[config.mk]
export PLATFORM = sky130hd
export DESIGN_NAME = systolic_deskew_collector
export DESIGN_NICKNAME = d
export VERILOG_FILES = /design/src/rtl/systolic_deskew_collector.sv
export SDC_FILE = /design/constraint.sdc
export NUM_CORES = 1
export LEC_CHECK = 0
export BUFFER_PORTS_ARGS = -buffer_cell sky130_fd_sc_hd__buf_4
export CAP_MARGIN = 20
export CORE_UTILIZATION = 60
export CTS_CLUSTER_DIAMETER = 40
export DETAILED_ROUTE_END_ITERATION = 6
export HOLD_SLACK_MARGIN = 0.15
export MAX_ROUTING_LAYER = met4
export PLACE_DENSITY = 0.77
export SETUP_SLACK_MARGIN = 0.15
export SKIP_LAST_GASP = 1
export SLEW_MARGIN = 0
export SYNTH_ARGS = -nofsm -noshare
export SYNTH_HDL_FRONTEND = slang
export SYNTH_SLANG_ARGS = --single-unit
[constraint.sdc]
create_clock -name col_clk -period 21.5 [get_ports col_clk]
set_clock_uncertainty 0.05 [all_clocks]
set_input_delay 2.15 -clock col_clk [delete_from_list [all_inputs] [get_ports col_clk]]
set_output_delay 2.15 -clock col_clk [all_outputs]
set_load 0.01 [all_outputs]
[src/rtl/systolic_deskew_collector.sv]
// systolic_deskew_collector
// Bottom-row collector for the 4x4 systolic array. It deskews the four column
// outputs, packs each aligned row into a 4-lane word and buffers the words in a
// first-word-fall-through FIFO. The FIFO drains through a valid/ready stream.
// Build option: define COLLECTOR_RELU_EN to clamp negative lanes to 0 at push.

// Per-column delay line. Column j needs (3-j) stages so that all columns of a
// row line up in the same cycle. A zero-stage lane is a plain wire.
module sdc_lane #(
   parameter int DATA_WIDTH = 32,
   parameter int STAGES     = 0
) (
   input  logic                  clk,
   input  logic                  rst_n,
   input  logic                  clr,
   input  logic                  en,
   input  logic [DATA_WIDTH-1:0] data,
   output logic                  en_d,
   output logic [DATA_WIDTH-1:0] data_d
);
   generate
      if (STAGES == 0) begin : g_comb
         logic unused;
         assign unused = &{1'b0, clk, rst_n, clr};
         assign en_d   = en;
         assign data_d = data;
      end else begin : g_pipe
         logic [STAGES:1]                 vld_pipe;
         logic [STAGES:1][DATA_WIDTH-1:0] dat_pipe;

         // shift valid and data one stage per cycle; clear drops partial rows
         always_ff @(posedge clk or negedge rst_n) begin
            if (!rst_n) begin
               vld_pipe <= '0;
               dat_pipe <= '0;
            end else if (clr) begin
               vld_pipe <= '0;
               dat_pipe <= '0;
            end else begin
               vld_pipe[1] <= en;
               dat_pipe[1] <= data;
               for (int i = 2; i <= STAGES; i++) begin
                  vld_pipe[i] <= vld_pipe[i-1];
                  dat_pipe[i] <= dat_pipe[i-1];
               end
            end
         end

         assign en_d   = vld_pipe[STAGES];
         assign data_d = dat_pipe[STAGES];
      end
   endgenerate
endmodule

module systolic_deskew_collector #(
   parameter int DATA_WIDTH    = 32,
   parameter int FIFO_DEPTH    = 8,
   parameter int ROWS_PER_TILE = 4
) (
   input  logic                            col_clk,
   input  logic                            col_rst_n,
   input  logic                            col_clear,
   input  logic                            col_en_0,
   input  logic                            col_en_1,
   input  logic                            col_en_2,
   input  logic                            col_en_3,
   input  logic [DATA_WIDTH-1:0]           col_data_0,
   input  logic [DATA_WIDTH-1:0]           col_data_1,
   input  logic [DATA_WIDTH-1:0]           col_data_2,
   input  logic [DATA_WIDTH-1:0]           col_data_3,
   output logic                            out_valid,
   input  logic                            out_ready,
   output logic [4*DATA_WIDTH-1:0]         out_data,
   output logic                            out_last,
   output logic [$clog2(FIFO_DEPTH+1)-1:0] out_count,
   output logic                            err_misalign,
   output logic                            err_overflow
);
   localparam int NUM_LANES = 4;
   localparam int AW = (FIFO_DEPTH > 1) ? $clog2(FIFO_DEPTH) : 1;
   localparam int CW = $clog2(FIFO_DEPTH+1);
   localparam int RW = (ROWS_PER_TILE > 1) ? $clog2(ROWS_PER_TILE) : 1;

   typedef struct packed {
      logic                                 last;
      logic [NUM_LANES-1:0][DATA_WIDTH-1:0] data;
   } word_t;

   logic [NUM_LANES-1:0]                 col_en, en_d;
   logic [NUM_LANES-1:0][DATA_WIDTH-1:0] col_data, data_d, lane_val;

   assign col_en   = {col_en_3, col_en_2, col_en_1, col_en_0};
   assign col_data = {col_data_3, col_data_2, col_data_1, col_data_0};

   generate
      for (genvar j = 0; j < NUM_LANES; j++) begin : g_lane
         sdc_lane #(
            .DATA_WIDTH (DATA_WIDTH),
            .STAGES     (NUM_LANES-1-j)
         ) u_lane (
            .clk    (col_clk),
            .rst_n  (col_rst_n),
            .clr    (col_clear),
            .en     (col_en[j]),
            .data   (col_data[j]),
            .en_d   (en_d[j]),
            .data_d (data_d[j])
         );
`ifdef COLLECTOR_RELU_EN
         assign lane_val[j] = data_d[j][DATA_WIDTH-1] ? '0 : data_d[j];
`else
         assign lane_val[j] = data_d[j];
`endif
      end
   endgenerate

   word_t            mem [FIFO_DEPTH];
   word_t            wr_word;
   logic [AW-1:0]    wr_ptr, rd_ptr;
   logic [CW-1:0]    count;
   logic [RW-1:0]    row_cnt;
   logic             aligned, misalign, full, pop, push, drop, tile_end;

   assign aligned  = &en_d;
   assign misalign = (|en_d) && !aligned;
   assign full     = (count == CW'(FIFO_DEPTH));
   assign pop      = out_valid && out_ready;
   // a full FIFO still takes the word when the head leaves in the same cycle
   assign push     = aligned && (!full || pop);
   assign drop     = aligned && full && !pop;
   assign tile_end = (row_cnt == RW'(ROWS_PER_TILE-1));

   assign wr_word.last = tile_end;
   assign wr_word.data = lane_val;

   // word storage needs no reset: the head is masked whenever the FIFO is empty
   always_ff @(posedge col_clk) begin
      if (push && !col_clear) mem[wr_ptr] <= wr_word;
   end

   // pointers, occupancy, tile row counter and sticky error flags
   always_ff @(posedge col_clk or negedge col_rst_n) begin
      if (!col_rst_n) begin
         wr_ptr       <= '0;
         rd_ptr       <= '0;
         count        <= '0;
         row_cnt      <= '0;
         err_misalign <= 1'b0;
         err_overflow <= 1'b0;
      end else if (col_clear) begin
         wr_ptr       <= '0;
         rd_ptr       <= '0;
         count        <= '0;
         row_cnt      <= '0;
         err_misalign <= 1'b0;
         err_overflow <= 1'b0;
      end else begin
         if (push) begin
            wr_ptr  <= wr_ptr + AW'(1);
            row_cnt <= tile_end ? '0 : row_cnt + RW'(1);
         end
         if (pop) rd_ptr <= rd_ptr + AW'(1);
         case ({push, pop})
            2'b10:   count <= count + CW'(1);
            2'b01:   count <= count - CW'(1);
            default: count <= count;
         endcase
         if (misalign) err_misalign <= 1'b1;
         if (drop)     err_overflow <= 1'b1;
      end
   end

   assign out_valid = (count != '0);
   assign out_count = count;
   assign out_data  = out_valid ? mem[rd_ptr].data : '0;
   assign out_last  = out_valid && mem[rd_ptr].last;
endmodule

-- Word-level counts from Yosys, hierarchy flattened
Memories as Yosys holds them, arrays and structs flattened.
Index checks and enable logic that the tools add are counted.
- bits in writable memories: 1032
- output and inout bits: 136
- register bits after elaboration: 212
- word-level logic and storage cells: 67
- input bits: 136
- memories kept: 1
- reduce and logical (&&, ||, !) cells: 20
- eq/ne operators: 4
- add/sub/neg operators: 5
- multiplexer cells: 22
- memory list (memory ; words ; width ; read ports ; clocked after memory_dff ; write ports ; line ; RTL):
    mem ; 8 ; 129 ; 1 ; 0 ; 1 ; 117 ; word_t mem [FIFO_DEPTH];
- operators by type and width (kind ; count):
    128-bit 2-to-1 mux ; 1
    96-bit 2-to-1 mux ; 1
    64-bit 2-to-1 mux ; 1
    32-bit 2-to-1 mux ; 1
    3-bit 2-to-1 mux ; 5
    2-bit 2-to-1 mux ; 4
    4-bit one-hot mux with 2 select lines ; 1
    2-bit nonzero test ; 4
    1-bit logical AND ; 7
    1-bit 2-to-1 mux ; 7
    3-bit by 1-bit adder with 3-bit output (second input constant) ; 2
    4-bit by 1-bit adder with 4-bit output (second input constant) ; 1
    2-bit == test (second input constant) ; 2
    4-bit == test (second input constant) ; 1
    1-bit logical NOT ; 4
    4-bit 2-to-1 mux ; 1
    4-bit AND reduction ; 1
    4-bit nonzero test ; 1
    4-bit OR reduction ; 1
    4-bit by 1-bit subtractor with 4-bit output (second input constant) ; 1
    3-bit nonzero test ; 1
    2-bit by 1-bit adder with 2-bit output (second input constant) ; 1
    2-bit by 1-bit == test with 1-bit output (second input constant) ; 1
    1-bit logical OR ; 1

-- Logic depth before layout (Yosys ltp)
Gate-level depths: netlist (run 1).
- depth in word-level cells: 7
- mapped depth: 8
- mapped depth without buffers: 7

-- Cells and area by module
Synthesis (run 1) repeated with hierarchy kept, for this count alone.
- cells, all modules: 2243
- area total of the unflattened synthesis: 47146.5 um2
- modules (own cells, without submodules) (module ; area an instance (um2) ; sequential area each (um2) ; cells each ; instances):
    systolic_deskew_collector ; 40065.9 ; 31340.1 ; 1729 ; 1
    sdc_lane (g_lane[0].u_lane) ; 3410.8 ; 2477.4 ; 241 ; 1
    sdc_lane (g_lane[1].u_lane) ; 2367.3 ; 1651.6 ; 171 ; 1
    sdc_lane (g_lane[2].u_lane) ; 1054.8 ; 825.8 ; 69 ; 1
    sdc_lane (g_lane[3].u_lane) ; 247.7 ; 0.0 ; 33 ; 1

-- Worst setup path after synthesis (run 1)
No wires, ideal clock.
- kind: input port to flip-flop
- start point: input port col_en_3
- end point: memory mem[1][0] (netlist name) (enable)
- setup time: 978 ps
- data arrival time: 16025 ps
- required time: 20472 ps
- setup slack: 4447 ps
- buffers on the path: 0
- stages on the path: 4
- path through: nand4_1 > a21oi_2 > nand2b_1 > nor4b_1
- longest elaborated chain between the ends: 5
- RTL lines (item ; line ; RTL):
    start: declaration ; 66 ; input logic col_en_3,
    4-bit AND reduction ; 124 ; assign aligned = &en_d;
    1-bit logical AND ; 129 ; assign push = aligned && (!full || pop);
    1-bit logical AND ; 138 ; if (push && !col_clear) mem[wr_ptr] <= wr_word;
    1-bit 2-to-1 mux ; 138 ;
    1-bit 2-to-1 mux (implied by the code) ; 138 ;
    end: declaration ; 117 ;
No other way between the ends.

-- Final worst setup path (run 1)
- start point: register rd_ptr[2]
- end point: output port out_data[2]
- longest elaborated chain between the ends: 2
- RTL lines (item ; line ; RTL):
    start: declaration ; 119 ; logic [AW-1:0] wr_ptr, rd_ptr;
    start signal: assignment ; 162 ; if (pop) rd_ptr <= rd_ptr + AW'(1);
    memory 8 x 129 bit ; n/a ;
    128-bit 2-to-1 mux ; 175 ; assign out_data = out_valid ? mem[rd_ptr].data : '0;
    end: declaration ; 73 ; output logic [4*DATA_WIDTH-1:0] out_data,
No other way between the ends.

==> key figures, run 1 <==
Placed design
  – GP Congestion: 0.725
  – Post-DP HPWL: 49.4 mm
  – Port buffer count: 271
  – Place WS: 15.64 ns
  – DP Area: 49400 µm²

GRT
  – Vias in the first global route: 23193
  – Largest net degree at the start of global routing: 153
  – Initial antenna violation count: 2
  – GR Overflow Total: 0
  – GRT Resource Usage Total: 26.6%
  – First-pass GRT wire length: 146 mm

Finish
  – Final core utilization: a little under three quarters
  – Post-Layout Inst Area: 54100 µm²
  – Area delta synth->final: 17.3%
  – Share of layout cells above drive strength 1: 31.3%
  – Final #Nets: 2619

Power
  – Max rail drop VDD: 91.6 µV
  – Sw power: 0.00157 W
  – Sequential power share: 43.4%
  – Gate power share: 18.1%
  – Sw frac: roughly a quarter
  – Cell Pwr Density: 114 nW/µm²
  – Internal power: 0.00459 W
  – Clock network power share: 38.5%
  – LEAKAGE: 18.3 nW

Detailed routing
  – Initial DRC count: approximately 1900
  – WL per Instance: 26.9 µm
  – Routed vias: between 20000 and 25000
  – Final wirelength: 97.6 mm
  – Via density: approximately 6
  – First drt pass iteration count: 5
  – Drc violations: 0
  – ANT nets after route: 0

Timing
  – Unrepaired setup endpoints after global routing: false
  – Tightest Pin Transition: about 1.0 ns
  – Count of pins over their slew limit: 0
  – Final Critical Period: 5.97 ns
  – TNS Setup: 0 ns
  – Final period utilization: about 28%
  – Setup violators final: 0
  – Hold Violations, Final: 0
  – FMAX: 0.167 GHz
  – Worst hold slack: 0.403 ns
  – Max-slew headroom: approximately 31%
  – Final worst setup slack: ~16 ns

Synthesis
  – YS warnings: 0
  – Synth Area in Compound Gates: 0.247%
  – Mapped Cells: approximately 2100
  – XOR/XNOR share of the synthesized area: less than 1%
  – Multiplexer share of the synthesized area: 15.6%
  – Most common cell in the netlist: edfxtp_1
  – Main synth FF type: edfxtp_1
  – Syn nets: 2280
  – Synth top area share: 67.2%
  – Synth top cells by count: edfxtp_1 (1032), mux4_2 (258), dfrtp_1 (212)
  – Share of async-settable or async-resettable flops after synthesis: 17.0%
  – EDFF count, synth: between 1000 and 1500
  – Cell area after synthesis: 46100 µm²
  – Main combinational cell family by area after synthesis: multiplexers
  – Post-synthesis adder-cell area fraction: less than 1%
  – Register area share after synthesis: 78.7%
  – Cells taking the most area after synthesis: edfxtp_1 (67%), mux4_2 (13%), dfrtp_1 (12%)
  – Synth Area in Simple Gates: 4.19%
  – Synth Area per Inst: 21.6 µm²
  – Seq cells post-synth: 1244
  – Yosys cell types: 38
  – Largest area contributor in the netlist: edfxtp_1

Floorplan
  – Die area: between 70000 and 80000 µm²
  – Die height: 279 µm
  – Placeable Area: 75900 µm²
  – Starting density of the core: 60.7%
  – Num rows: roughly 100
  – Num ports: 272
  – Die W: 279 µm

Worst setup path
  – Slowest cell on crit path: dfrtp_4
  – Delay-heaviest family, CP: buffers and inverters
  – Crit-path cells: buf_4 -> buf_4 -> mux2i_1 -> nor2_1 -> buf_4
  – CP most frequent cell: buf_4
  – Buf+Inv Stages, Crit Path: 3
  – CP Capture Type: output pin
  – Crit path DAT: 3.77 ns
  – Largest fanout on the critical path: 36
  – Crit path largest cell delay: 0.83 ns
  – Worst setup SP type: flop
  – Critical setup path kind: flop to output pin
  – Worst EP required: 19.30 ns

Clock network
  – Post-CTS Setup Bufs: 0
  – Reg clk slew, reported paths: around 0.060 ns
  – Total CTS buffers: 138
  – Clock Sinks: 1244
  – CTS Buffer Depth: 3
  – CTS root buffer: clkbuf_16
  – CTS H-Tree Depth: 4
  – Post-CTS Hold Fix Bufs: 0
  – CTS tree: built
  – Worst skew pair latency: 0.73 ns
  – CTS resizes: 0

Outcome
  – Run status: completed

Hold path
  – Worst Hold Class: flop to flop

Flow run
  – Max cap viols: 0
-- layout by cell type, fill, tap and decap left out, types with 4 or more instances in the layout --
master and n:
clkinv_8 4, clkinv_2 17, nor4_2 4, nor2_4 4, inv_6 14, clkinv_4 9, clkbuf_1 33, clkbuf_8 8
mux4_2 258, ha_1 5, bufinv_16 15, clkinv_1 4, clkbuf_16 139, buf_4 306, dfrtp_1 209, clkinvlp_4 10
nor2b_1 200, edfxtp_1 1032, nor2_1 142, mux2i_1 132
-- cell families after synthesis --
logic type / after synthesis
compound gates: 13
xor+xnor: 4
fa+ha+maj: 5
buf+inv: 113
flops: 1244
mux: 394
simple gates: 366
-- registers in the layout (all words and copies together) (netlist names) --
name and flops:
mem 1032, g_lane.u_lane.data_d 96, g_lane.u_lane.g_pipe.dat_pipe 96, g_lane.u_lane.g_pipe.vld_pipe 5, out_count 4, rd_ptr 3
wr_ptr 3, row_cnt 2, err_misalign 1, err_overflow 1, g_lane.u_lane.en_d 1
-- final timing paths --
kind	to	startpoint	depth (start not counted)	slack (ns)
worst min register to register	g_lane[0].u_lane.g_pipe.dat_pipe[46]$_DFF_PN0_	g_lane[0].u_lane.g_pipe.dat_pipe[14]$_DFF_PN0_	1	0.40
worst min-delay path	g_lane[0].u_lane.g_pipe.dat_pipe[46]$_DFF_PN0_	g_lane[0].u_lane.g_pipe.dat_pipe[14]$_DFF_PN0_	1	0.40
worst max register to register	mem[5][126]$_DFFE_PP_	out_count[1]$_DFFE_PN0P_	6	17.33
min in group asynchronous	g_lane[2].u_lane.data_d[25]$_DFF_PN0_	col_rst_n	1	1.37
worst max-delay path	out_data[2]	rd_ptr[2]$_DFFE_PN0P_	5	15.53
max in group asynchronous	rd_ptr[0]$_DFFE_PN0P_	col_rst_n	2	18.26
-- worst register-to-register path, cell delays in order, from the launching register on --
cell and delay [ns]:
dfrtp_1 0.62, nor4_2 0.14, a21oi_2 0.46, nand2b_1 0.31, nor2_4 0.82, buf_4 0.55
buf_4 0.82
-- metal layers --
metal  vias to the layer above  share of wire [%]  global-route usage, %
met5                         -                  0                      -
met4                         0                2.5                   8.58
met3                       157                6.8                   5.21
met2                       860                 52                   43.1
met1                     11580                 39                   34.5
li1                       9172                  -                      -
-- metrics by stage --
step / instances / total power [W]
2_1_floorplan: 2139 / 0.00339
3_3_place_gp: 3368 / 0.00382
3_5_place_dp: 3368 / 0.00384
4_1_cts: 3625 / 0.00621
5_1_grt: 3626 / 0.00636
6_report: 3626 / 0.00616
-- layout make-up --
class                      instances  area, µm²
antenna                            1       2.50
clock buffer                     179       3700
clock inverter                    78        975
fill                            4372      21900
inverter                           1       3.75
multi-input combinational        782       9390
sequential                      1244      36300
tap                             1030       1290
timing repair buffer             311       2390
-- power groups by stage --
| stage | combinational (W) | sequential, W | clock, W |
|---|---|---|---|
| 3_5_place_dp | 0.00112 | 0.00272 | 0 |
| 5_1_grt | 0.00119 | 0.00268 | 0.00250 |
| 6_report | 0.00111 | 0.00267 | 0.00238 |
| 3_3_place_gp | 0.00111 | 0.00272 | 0 |
| 2_1_floorplan | 0.000694 | 0.00269 | 0 |
| 4_1_cts | 0.00113 | 0.00267 | 0.00241 |
Power figures use the tool's default switching activity.
==> run 2, diff against run 1 <==
ABC_AREA = 1   (was unset)
clock period = 5.7 ns   (was 21.5 ns; I/O delays follow)
==> run 2 against run 1 <==
  * Clock power rose to 3.7 times the previous value
  * Total power rose to 3.9 times the previous value
  * Design area rose by 4.0%
  * Synthesized cell count rose by 71%
  * Clock-buffer cell count fell by 4
  * Die area rose by 2.7%
  * Non-clock buffer count rose by 141
  * Sequential cell count did not move
  * Sequential share of layout area fell by 2.6 points
  * Largest power group unchanged
==> key figures, run 2 <==
Power
  – Max rail drop VDD: 291 µV (+220%)
  – Cell Pwr Density: 424 nW/µm² (+270%)
  – Sw power: 0.00684 W (+330%)
  – Sequential power share: 42.3% (-1.1 points)
  – Internal power: 0.0170 W (+270%)
  – Gate power share: 20.9% (+2.8 points)
  – Clock network power share: 36.8% (-1.7 points)
  – Sw frac: 28.7% (+3.1 points)
  – Overall power: 0.0238 W (+290%)
  – LEAKAGE: 20.9 nW (+15%)

Timing
  – Setup violators final: 0 (unchanged)
  – Hold Violations, Final: 0 (unchanged)
  – Count of pins over their slew limit: 0 (unchanged)
  – Final Critical Period: 4.44 ns
  – FMAX: approximately 0.23 GHz
  – Final period utilization: 77.8%
  – Max-slew headroom: 24.8% (-5.8 points)
  – Final worst setup slack: 1.26 ns (-14.26 ns)
  – Unrepaired setup endpoints after global routing: false
  – Tightest Pin Transition: 1.13 ns (+0.0870 ns)

Floorplan
  – Die area: 80100 µm² (+2.7%)
  – Num rows: 102 (+0.99%)
  – Starting density of the core: 60.9% (+0.23 points)
  – Placeable Area: 77700 µm² (+2.3%)
  – Die W: 283 µm (+1.3%)
  – Num ports: 272 (unchanged)
  – Die height: 283 µm (+1.3%)

Synthesis
  – Cells taking the most area after synthesis: edfxtp_1 (65%), dfrtp_1 (11%), nor2_1 (9.9%)
  – Mapped Cells: 3652 (+71%)
  – Synth top area share: 65.4% (-1.8 points)
  – Synth top cells by count: nor2_1 (1249), edfxtp_1 (1032), o21ai_0 (368)
  – Share of async-settable or async-resettable flops after synthesis: 17.0% (unchanged)
  – Synth Area per Inst: 13.0 µm² (-40%)
  – YS warnings: 0 (unchanged)
  – Seq cells post-synth: 1244 (unchanged)
  – EDFF count, synth: 1032 (unchanged)
  – Syn nets: 3793 (+66%)
  – Yosys cell types: 22 (-42%)
  – Main synth FF type: edfxtp_1
  – Most common cell in the netlist: nor2_1
  – Largest area contributor in the netlist: edfxtp_1
  – Cell area after synthesis: 47400 µm² (+2.7%)
  – Register area share after synthesis: 76.6% (-2.1 points)

Finish
  – Area delta synth->final: 18.7%
  – Most frequent cells in the layout: nor2_1 (1245), edfxtp_1 (1032), o21ai_0 (368), buf_4 (305), o32ai_1 (258)
  – Fill count: 4816 (+10%)
  – Share of layout cells above drive strength 1: 13.4% (-18 points)
  – Final #Nets: 4150 (+58%)
  – Most common cell after layout, fill and taps aside: nor2_1
  – Max FFs per register: 1032 (unchanged)
  – Final core utilization: 72.3% (+1.2 points)
  – Reg with most FFs: mem
  – Finished Layout Cells: 5163 (+42%)

Detailed routing
  – Routed vias: 29964 (+38%)
  – First drt pass iteration count: 5 (unchanged)
  – WL per Instance: 20.9 µm (-22%)
  – Final wirelength: 108 mm (+10%)
  – Drc violations: 0 (unchanged)
  – Initial DRC count: 2862 (+51%)
  – Via density: 5.80 (-3.3%)
  – ANT nets after route: 0 (unchanged)

Clock network
  – Reg clk slew, reported paths: 0.05 ns (about the same)
  – Post-CTS Setup Bufs: 0 (unchanged)
  – CTS Buffer Depth: 3 (unchanged)
  – CTS tree: built
  – CTS H-Tree Depth: 4 (unchanged)
  – Worst skew pair latency: 0.72 ns (about the same)
  – Total CTS buffers: 138 (unchanged)
  – Clock Sinks: 1244 (unchanged)
  – CTS root buffer: clkbuf_16

Outcome
  – Run status: completed

Hold path
  – Worst Hold Class: input port to flop

GRT
  – First-pass GRT wire length: 166 mm (+14%)
  – Largest net degree at the start of global routing: 202 (+32%)
  – GR Overflow Total: 0 (unchanged)
  – GRT Resource Usage Total: 27.8% (+1.2 points)
  – Vias in the first global route: 29705 (+28%)
  – Initial antenna violation count: 0 (-2)

Flow run
  – Max cap viols: 0 (unchanged)

Placed design
  – Post-DP HPWL: 52.5 mm (+6.2%)
  – Place WS: 2.04 ns (-13.60 ns)
  – Placed cell count: 4777 (+42%)
  – Port buffer count: 271 (unchanged)
  – GP Congestion: 0.782 (+7.8%)

Worst setup path
  – R2r setup slk: 2.43 ns (-14.90 ns)
  – Critical setup path kind: flop to output pin
  – CP Capture Type: output pin
  – Largest fanout on the critical path: 170 (+370%)
  – Worst EP required: 5.08 ns (-14.22 ns)
  – Worst setup SP type: flop
  – Crit path DAT: 3.82 ns (+0.05 ns)
==> run 2: changes by cell type after synthesis, sizes merged, moves of 4 or more <==
| cell | before | now |
|---|---|---|
| buf | 51 | 104 |
| clkbuf | 61 | 131 |
| inv | 1 | 213 |
| mux2 | 4 | 0 |
| mux2i | 132 | 0 |
| mux4 | 258 | 0 |
| nand2 | 3 | 29 |
| nand3 | 3 | 10 |
| nor2 | 147 | 1250 |
| nor2b | 200 | 0 |
| nor3 | 0 | 4 |
| nor4 | 4 | 0 |
| o21ai | 1 | 394 |
| o32ai | 0 | 258 |
==> run 2: worst max-delay path, stage by stage (launching register included) <==
cell     delay, ns
dfrtp_4       0.76
inv_8         0.80
buf_12        0.47
nor2_1        0.16
o32ai_1       0.47
nor2_1        0.08
nor2_1        0.14
buf_4         0.13
==> run 2: per-layer routing <==
| layer | up-vias | track usage, % | part of all wire [%] |
|---|---|---|---|
| li1 | 13640 | - | - |
| met1 | 14791 | 35.9 | 40 |
| met2 | 1315 | 45.0 | 50 |
| met3 | 218 | 4.55 | 7.9 |
| met4 | 0 | 10.1 | 2.7 |
| met5 | - | - | 0 |
==> run 2: final cells by class <==
class / count / area [µm²] / area share (%)
sequential: 1244 / 36300 / 64.6
multi-input combinational: 1960 / 9310 / 16.6
timing repair buffer: 452 / 3900 / 6.94
clock buffer: 175 / 3760 / 6.68
tap: 1040 / 1300 / 2.31
clock inverter: 78 / 846 / 1.50
inverter: 213 / 810 / 1.44
antenna: 1 / 2.50 / 0.00445
==> run 2: logic make-up (layout without fill, tap and decap cells) <==
logic type,count (synthesis),after routing,synth area share [%]
buffers and inverters,448,918,3.87
xor gates and xnor gates,1,1,0.0185
AOI/OAI and AO/OA,658,658,9.00
DFF,1244,1244,76.6
other,0,1,0
adders and majority gates,5,5,0.132
and+or+nand+nor,1296,1296,10.3
==> run 2: repair_timing <==
item                      CTS  global route
hold endpoints to repair  427             0
resized for setup           0             0
hold buffers              132             0
==> run 2: final timing paths <==
path,from,endpoint,depth (start not counted)
setup reg to reg,out_count[0]$_DFFE_PN0P_,mem[6][106]$_DFFE_PP_,7
min in group asynchronous,col_rst_n,g_lane[2].u_lane.data_d[18]$_DFF_PN0_,2
max in group asynchronous,col_rst_n,rd_ptr[1]$_DFFE_PN0P_,3
hold reg to reg,g_lane[0].u_lane.g_pipe.dat_pipe[9]$_DFF_PN0_,g_lane[0].u_lane.g_pipe.dat_pipe[41]$_DFF_PN0_,2
hold / removal,col_en_3,err_misalign$_DFFE_PN0P_,4
setup / recovery,rd_ptr[0]$_DFFE_PN0P_,out_data[117],7
==> run 2: power by group through the flow <==
stage	logic (W)	clock network, W	registers, W
after CTS	0.00498	0.00887	0.0101
after detailed placement	0.00487	0	0.0103
final	0.00499	0.00877	0.0101
after global placement	0.00477	0	0.0103
after floorplan	0.00295	0	0.0102
after global routing	0.00543	0.00922	0.0101
==> run 2: stage by stage <==
step                hold WS [ns]   TNS, ns  cell area (µm²)
finish                     0.242         0            56200
global route               0.238         0            56200
CTS                        0.186         0            56200
detailed placement         0.392         0            50300
global placement           0.385         0            50300
floorplan                  0.224  -1469.55            47400
